<file path="config.mk">
export PLATFORM = sky130hd
export DESIGN_NAME = addsub_byte_seq_flat
export DESIGN_NICKNAME = d
export VERILOG_FILES = /design/src/rtl/addsub_byte_seq_if.sv /design/src/rtl/addsub_byte_seq.sv /design/src/flat_wrapper.sv
export SDC_FILE = /design/constraint.sdc
export NUM_CORES = 1
export LEC_CHECK = 0
export ABC_CLOCK_PERIOD_IN_PS = 1540
export BUFFER_PORTS_ARGS = -buffer_cell sky130_fd_sc_hd__buf_2
export CAP_MARGIN = 20
export CELL_PAD_IN_SITES_DETAIL_PLACEMENT = 0
export CELL_PAD_IN_SITES_GLOBAL_PLACEMENT = 1
export CORE_UTILIZATION = 35
export CTS_CLUSTER_DIAMETER = 150
export CTS_CLUSTER_SIZE = 12
export DETAILED_ROUTE_END_ITERATION = 10
export PLACE_DENSITY_LB_ADDON = 0.1
export REMOVE_ABC_BUFFERS = 1
export SYNTH_ARGS = -nofsm -noshare
export SYNTH_HDL_FRONTEND = slang
export SYNTH_SLANG_ARGS = --single-unit
</file>
<file path="constraint.sdc">
create_clock -name clk -period 1.54 [get_ports clk]
set_clock_uncertainty 0.1 [all_clocks]
set_input_delay 0.077 -clock clk [delete_from_list [all_inputs] [get_ports clk]]
set_output_delay 0.077 -clock clk [all_outputs]
set_load 0.005 [all_outputs]
</file>
<file path="src/rtl/addsub_byte_seq_if.sv">
// addsub_byte_seq_if: request, result and 8-bit unit bundle
// for the multi-byte add/sub sequencer.
interface addsub_byte_seq_if #(
   parameter int NBYTES = 2
);
   localparam int W = 8 * NBYTES;

   logic         in_valid;
   logic         in_ready;
   logic         in_op;
   logic         in_ci;
   logic [W-1:0] in_a;
   logic [W-1:0] in_b;

   logic         out_valid;
   logic         out_ready;
   logic [W-1:0] out_r;
   logic         out_co;
   logic         out_ovf;

   logic         au_op;
   logic         au_ci;
   logic [7:0]   au_x;
   logic [7:0]   au_y;
   logic [7:0]   au_r;
   logic         au_co;

   modport slave (
      input  in_valid, in_op, in_ci, in_a, in_b,
      input  out_ready, au_r, au_co,
      output in_ready, out_valid, out_r, out_co, out_ovf,
      output au_op, au_ci, au_x, au_y
   );

   modport master (
      output in_valid, in_op, in_ci, in_a, in_b,
      output out_ready, au_r, au_co,
      input  in_ready, out_valid, out_r, out_co, out_ovf,
      input  au_op, au_ci, au_x, au_y
   );
endinterface

</file>
<file path="src/rtl/addsub_byte_seq.sv">
// addsub_byte_seq: feeds an external 8-bit add/sub unit one byte
// per cycle LSB first, chaining carry, and returns the wide result.
module addsub_byte_seq #(
   parameter int NBYTES = 2
) (
   input logic              clk,
   input logic              rst,
   addsub_byte_seq_if.slave bus
);
   localparam int W  = 8 * NBYTES;
   localparam int KW = (NBYTES > 1) ? $clog2(NBYTES) : 1;
   localparam logic [KW-1:0] K_LAST = KW'(NBYTES - 1);

   typedef enum logic [1:0] {
      S_IDLE,
      S_RUN,
      S_DONE
   } state_t;

   state_t        r_state;
   logic [W-1:0]  r_a;
   logic [W-1:0]  r_b;
   logic [W-1:0]  r_r;
   logic [KW-1:0] r_k;
   logic          r_op;
   logic          r_sa;
   logic          r_sb;
   logic          r_co;
   logic          r_ovf;
   logic          r_valid;
   logic [7:0]    r_au_x;
   logic [7:0]    r_au_y;
   logic          r_au_op;
   logic          r_au_ci;

   logic [W-1:0]  w_a_nxt;
   logic [W-1:0]  w_b_nxt;
   logic [W-1:0]  w_r_nxt;
   logic          w_ovf;

   // Operands shift down a byte per step so the unit always sees byte 0;
   // result bytes enter at the top and end up in place after NBYTES steps.
   assign w_a_nxt = r_a >> 8;
   assign w_b_nxt = r_b >> 8;
   assign w_r_nxt = W'({bus.au_r, r_r} >> 8);
   assign w_ovf   = (r_sa == (r_sb ^ r_op)) && (bus.au_r[7] != r_sa);

   // Outputs come straight from state registers; in_ready is also
   // held low while reset is asserted.
   assign bus.in_ready  = (r_state == S_IDLE) && !rst;
   assign bus.out_valid = r_valid;
   assign bus.out_r     = r_r;
   assign bus.out_co    = r_co;
   assign bus.out_ovf   = r_ovf;
   assign bus.au_x      = r_au_x;
   assign bus.au_y      = r_au_y;
   assign bus.au_op     = r_au_op;
   assign bus.au_ci     = r_au_ci;

   // Sequencer FSM: accept, run one byte per cycle, hold result.
   always_ff @(posedge clk) begin
      if (rst) begin
         r_state <= S_IDLE;
         r_a     <= '0;
         r_b     <= '0;
         r_r     <= '0;
         r_k     <= '0;
         r_op    <= 1'b0;
         r_sa    <= 1'b0;
         r_sb    <= 1'b0;
         r_co    <= 1'b0;
         r_ovf   <= 1'b0;
         r_valid <= 1'b0;
         r_au_x  <= '0;
         r_au_y  <= '0;
         r_au_op <= 1'b0;
         r_au_ci <= 1'b0;
      end else begin
         unique case (r_state)
            S_IDLE: begin
               if (bus.in_valid) begin
                  r_a     <= bus.in_a;
                  r_b     <= bus.in_b;
                  r_op    <= bus.in_op;
                  r_sa    <= bus.in_a[W-1];
                  r_sb    <= bus.in_b[W-1];
                  r_k     <= '0;
                  r_au_x  <= bus.in_a[7:0];
                  r_au_y  <= bus.in_b[7:0];
                  r_au_op <= bus.in_op;
                  r_au_ci <= bus.in_ci;
                  r_state <= S_RUN;
               end
            end
            S_RUN: begin
               r_r <= w_r_nxt;
               if (r_k == K_LAST) begin
                  r_co    <= bus.au_co;
                  r_ovf   <= w_ovf;
                  r_valid <= 1'b1;
                  r_au_x  <= '0;
                  r_au_y  <= '0;
                  r_au_op <= 1'b0;
                  r_au_ci <= 1'b0;
                  r_state <= S_DONE;
               end else begin
                  r_k     <= r_k + 1'b1;
                  r_a     <= w_a_nxt;
                  r_b     <= w_b_nxt;
                  r_au_x  <= w_a_nxt[7:0];
                  r_au_y  <= w_b_nxt[7:0];
                  r_au_ci <= bus.au_co;
               end
            end
            S_DONE: begin
               if (bus.out_ready) begin
                  r_valid <= 1'b0;
                  r_state <= S_IDLE;
               end
            end
            default: r_state <= S_IDLE;
         endcase
      end
   end
endmodule

</file>
<file path="src/flat_wrapper.sv">
// flat-port wrapper written by rule: the top's interface ports become plain ports
module addsub_byte_seq_flat 
#(
   parameter int NBYTES = 2
)
  (clk, rst, bus_in_valid, bus_in_op, bus_in_ci, bus_in_a, bus_in_b, bus_out_ready, bus_au_r, bus_au_co, bus_in_ready, bus_out_valid, bus_out_r, bus_out_co, bus_out_ovf, bus_au_op, bus_au_ci, bus_au_x, bus_au_y);
  addsub_byte_seq_if #(.NBYTES(NBYTES)) bus_i ();
  input logic clk;
  input logic rst;
  input wire logic [$bits(bus_i.in_valid)-1:0] bus_in_valid;
  input wire logic [$bits(bus_i.in_op)-1:0] bus_in_op;
  input wire logic [$bits(bus_i.in_ci)-1:0] bus_in_ci;
  input wire logic [$bits(bus_i.in_a)-1:0] bus_in_a;
  input wire logic [$bits(bus_i.in_b)-1:0] bus_in_b;
  input wire logic [$bits(bus_i.out_ready)-1:0] bus_out_ready;
  input wire logic [$bits(bus_i.au_r)-1:0] bus_au_r;
  input wire logic [$bits(bus_i.au_co)-1:0] bus_au_co;
  output wire logic [$bits(bus_i.in_ready)-1:0] bus_in_ready;
  output wire logic [$bits(bus_i.out_valid)-1:0] bus_out_valid;
  output wire logic [$bits(bus_i.out_r)-1:0] bus_out_r;
  output wire logic [$bits(bus_i.out_co)-1:0] bus_out_co;
  output wire logic [$bits(bus_i.out_ovf)-1:0] bus_out_ovf;
  output wire logic [$bits(bus_i.au_op)-1:0] bus_au_op;
  output wire logic [$bits(bus_i.au_ci)-1:0] bus_au_ci;
  output wire logic [$bits(bus_i.au_x)-1:0] bus_au_x;
  output wire logic [$bits(bus_i.au_y)-1:0] bus_au_y;
  assign bus_i.in_valid = bus_in_valid;
  assign bus_i.in_op = bus_in_op;
  assign bus_i.in_ci = bus_in_ci;
  assign bus_i.in_a = bus_in_a;
  assign bus_i.in_b = bus_in_b;
  assign bus_i.out_ready = bus_out_ready;
  assign bus_i.au_r = bus_au_r;
  assign bus_i.au_co = bus_au_co;
  assign bus_in_ready = bus_i.in_ready;
  assign bus_out_valid = bus_i.out_valid;
  assign bus_out_r = bus_i.out_r;
  assign bus_out_co = bus_i.out_co;
  assign bus_out_ovf = bus_i.out_ovf;
  assign bus_au_op = bus_i.au_op;
  assign bus_au_ci = bus_i.au_ci;
  assign bus_au_x = bus_i.au_x;
  assign bus_au_y = bus_i.au_y;
  addsub_byte_seq #(.NBYTES(NBYTES)) u_core (.clk(clk), .rst(rst), .bus(bus_i));
endmodule
</file>
# == Yosys cells after proc, flatten, opt, wreduce, memory -nomap -nowiden ==
# Cells that the tools add are included.
# word_totals
input_bits,47
register_bits,75
output_inout_bits,38
# classes
addsub,1
n_eq_ne,8
n_mux,28
reduce_logical,13
bitwise,1
# op_table
cell,count
$mux W16,4
$pmux W16 S2,2
$mux W8,4
$pmux W8 S2,2
$reduce_and A3 Y1,4
$mux W1,8
$pmux W1 S2,4
$mux W2,3
$ne A2 B2 Y1 const B,3
$pmux W2 S3,1
$reduce_and A2 Y1,3
$reduce_bool A2 Y1,2
$eq A2 B1 Y1 const B,1
$eq A2 B2 Y1 const B,1
$logic_and A1 B1 Y1,2
$logic_not A2 Y1,1
$ne A2 B1 Y1 const B,1
$add A1 B1 Y1 const B,1
$eq A1 B1 Y1,1
$logic_not A1 Y1,1
$ne A1 B1 Y1,1
$xor A1 B1 Y1,1

# == Longest topological paths before layout ==
# depth
word_depth,3
ltp_mapped,7
mapped_depth_nobuf,4

# == Worst setup path after synthesis ==
# Ideal clock, no wire load.
# synth_timing
kind,flip-flop to flip-flop
startpoint,reg u_core.r_state[1]
endpoint,reg u_core.r_a[10]
arrival_ns,1.082
stages_incl_launch_ff,8
n_path_buf,3
slack_ns,0.231
cell_sequence,dfxtp_1 buf_6 nor2_2 and2_4 buf_6 buf_6 a22oi_1 nor2_1
# synth_between
elab_chain_len,3
word_cells_on_any_way,7
# synth_lines
element,line,source
"start, declared",addsub_byte_seq.sv:20,state_t r_state;
"start signal, assigned",addsub_byte_seq.sv:63,r_state <= S_IDLE;
"start signal, assigned",addsub_byte_seq.sv:92,r_state <= S_RUN;
"start signal, assigned",addsub_byte_seq.sv:105,r_state <= S_DONE;
$eq A2 B1 Y1 or $logic_not A2 Y1 (tied branches),addsub_byte_seq.sv:79,unique case (r_state)
$ne A2 B2 Y1 (no source line) or $reduce_bool A2 Y1 (tied branches),n/a,
$reduce_and A3 Y1 (no source line),n/a,
"end signal, assigned",addsub_byte_seq.sv:82,r_a <= bus.in_a;
"end signal, assigned",addsub_byte_seq.sv:108,r_a <= w_a_nxt;
"end, declared",addsub_byte_seq.sv:21,logic [W-1:0] r_a;
# Parallel ways exist; a longest one is shown, timed or not.
# A chain may end at the register's enable or synchronous reset.

# == Final worst setup path ==
# layout_timing
startpoint,reg u_core.r_state[0]
endpoint,reg u_core.r_b[15]
# layout_between
elab_chain_len,3
word_cells_on_any_way,7
# layout_lines
element,line,source
$eq A2 B1 Y1 or $logic_not A2 Y1 (tied branches),addsub_byte_seq.sv:79,
$ne A2 B2 Y1 (no source line) or $reduce_bool A2 Y1 (tied branches),n/a,
$reduce_and A3 Y1 (no source line),n/a,
"end signal, assigned",addsub_byte_seq.sv:83,r_b <= bus.in_b;
"end signal, assigned",addsub_byte_seq.sv:109,r_b <= w_b_nxt;
"end, declared",addsub_byte_seq.sv:22,logic [W-1:0] r_b;
# Parallel ways exist; a longest one is shown, timed or not.

==> reports/metrics.yaml <==
status: "finished clean"
cts_resized: 0
ys_warn_count: 0
dp.cells: 464
synthDistinctLibCells: 31
postSynthCellCount: 296
clkLatencyLatePin_ns: 0.33
min_path_type: "in -> reg"
areaGrowthSynthToFinish_pct: 38.5
hold_violations: 0
hold-worst-slack_ns: 0.0541
fmax_mhz: 693
seqCellArea_um2: 1180
numCtsBuffers: 9
cts_tree: "yes"
diodes: 0
critPathArrivalTime_ns: 1.60
drc_errors: 0
drv_cap: 0
criticalPathCategory: "reg -> reg"
rsz0062_at_grt: "false"
tightestPinTransition_ns: 0.396
cts.sinks: 59
core_region_area_um2: 6790
grt_pass1_wl_mm: 10.3
instances_no_fill: 506
yosysSeqAreaShare_pct: 48.0
gp_congestion: 0.700
path_clk_slew_ns: 0.06
post_drt_wl_per_cell_um: 12.5
power_density_nw_per_um2: 1040
layout_commonest_cell: "buf_2"
cp_data_required_time_ns: 1.70
timing.final.max_slew_violations: 0
synth.avg_cell_area_um2: 8.31
vdd_ir_drop_max_mv: 0.631
die_x_um: 85.8
grt_pass1_vias: 2208
p_leak_nw: 1.53
crit_fanout: 16
antenna_found_initial: 0
portBuffers: 84
drt_wl_total_mm: 6.33
cts_root_buf: "clkbuf_8"
hpwl_mm: 4.16
drtIter0Drc: 80
rows: 30
end_kind: "register"
nFillCells: 693
die-area_um2: 7370
ys_ff_latch: 59
clockBufferDepth: 2
relSlewSlack_pct: 73.6
overflow: 0
drive_gt1_share_pct: 30.0
setup_viol: 0
period_needed_ns: 1.44
cp-start-kind: "register"
setup_tns_ns: 0
p_total_mw: 3.54
fin_nets: 453
grt_max_degree: 26
initial_core_util_pct: 36.2
ant_nets: 0
multi_input_area_um2: 1070
htreeDepth: 3
synth_area_um2: 2460
grt.total_usage_pct: 18.1
vias_per_cell: 4.61
period_share_pct: 93.6
layout_common_cells: "buf_2, dfxtp_1, nand2_1, nor2_1, a21oi_1"
die_y_um: 85.8
drtPass1Iterations: 4
io_pins: 85
vias: 2331
per-stage QoR:
| stage | utilization (%) | setup slack [ns] | area (um^2) |
|---|---|---|---|
| floorplan | - | -0.302 | 2290 |
| global placement | 43.8 | 0.153 | 2980 |
| detailed placement | 43.8 | 0.110 | 2980 |
| CTS | 50.1 | 0.0936 | 3410 |
| global route | 50.1 | 0.000363 | 3410 |
| finish | 50.1 | 0.0979 | 3410 |
report_power, final:
| group | leakage [nW] | total (mW) | switching [mW] | internal (mW) |
|---|---|---|---|---|
| registers | 0.484 | 1.70 | 0.0608 | 1.64 |
| logic | 0.959 | 0.667 | 0.338 | 0.329 |
| clock network | 0.0860 | 1.17 | 0.562 | 0.611 |
logic make-up (layout without fill, tap and decap cells):
logic type / Yosys count / after routing / synth area share (%)
AO/OA/AOI/OAI: 71 / 71 / 19.0
buffers and inverters: 36 / 150 / 8.65
AND/OR/NAND/NOR: 128 / 128 / 23.6
multiplexers: 1 / 1 / 0.407
flip-flops: 59 / 59 / 48.0
XOR/XNOR: 1 / 1 / 0.356
final timing paths:
kind | from | end | slack, ns | depth (start not counted)
min reg2reg | u_core.bus.out_r[4] | u_core.bus.out_r[4] | 0.35 | 2
max | u_core.r_state[0] | u_core.r_b[15] | 0.1 | 6
max reg2reg | u_core.r_state[0] | u_core.r_b[15] | 0.1 | 6
min | rst | u_core.bus.out_co | 0.05 | 2
sequential cells by signal, indices dropped and copies added, names as in the netlist:
name	count
u_core.bus.au_ci	1
u_core.r_sb	1
u_core.bus.out_ovf	1
u_core.bus.au_y	8
u_core.bus.au_op	1
u_core.r_op	1
u_core.bus.au_x	8
u_core.r_a	8
u_core.r_k	1
u_core.bus.out_r	16
u_core.r_b	8
u_core.r_state	2
u_core.bus.out_valid	1
u_core.bus.out_co	1
u_core.r_sa	1
worst max-delay path, stage by stage (launching register included):
cell and delay [ns]:
dfxtp_1 0.41, buf_4 0.17, and2b_4 0.19, o21bai_4 0.14, buf_12 0.17, nand2_1 0.06, a21oi_1 0.12
layer usage:
metal | track usage (%) | vias up | part of all wire (%)
li1 | - | 1209 | -
met1 | 22.5 | 1054 | 47
met2 | 30.5 | 60 | 48
met3 | 5.58 | 8 | 4.3
met4 | 5.00 | 0 | 0.66
met5 | 0 | - | 0
synth_stat cells:
cell | count | share of area (%)
a22oi_2 | 4 | 2.0
nor3_1 | 19 | 3.9
o21bai_4 | 1 | 0.76
buf_4 | 2 | 0.61
o22ai_1 | 6 | 1.5
buf_2 | 8 | 1.6
nor2_1 | 40 | 6.1
nor2_2 | 2 | 0.51
a21oi_1 | 37 | 7.5
or3b_2 | 1 | 0.36
nand2_2 | 1 | 0.25
buf_6 | 8 | 3.7
and2b_4 | 1 | 0.41
nor2_8 | 1 | 0.81
a211oi_2 | 1 | 0.51
buf_1 | 1 | 0.15
and2_4 | 1 | 0.36
or2b_1 | 1 | 0.31
clkbuf_1 | 6 | 0.92
o21ai_0 | 1 | 0.20
xor2_1 | 1 | 0.36
nand3_1 | 1 | 0.20
inv_1 | 11 | 1.7
nor2b_1 | 8 | 2.0
nor3b_1 | 1 | 0.31
dfxtp_1 | 59 | 48
mux2i_1 | 1 | 0.41
and2b_1 | 2 | 0.61
nand2_1 | 49 | 7.5
a22oi_1 | 10 | 3.1
a211oi_1 | 11 | 3.4
area by class of cell:
| type | count | share of cell area (%) |
|---|---|---|
| Clock buffer | 12 | 4.26 |
| Sequential cell | 59 | 34.7 |
| Tap cell | 96 | 3.53 |
| Inverter | 11 | 1.21 |
| Timing Repair Buffer | 124 | 24.6 |
| Multi-Input combinational cell | 201 | 31.3 |
| Clock inverter | 3 | 0.441 |
what timing repair did:
item                      in CTS  in global routing
hold buffers                  27                  0
hold endpoints to repair      31                  0
buffers inserted               0                  0
Power figures use the tool's default switching activity.
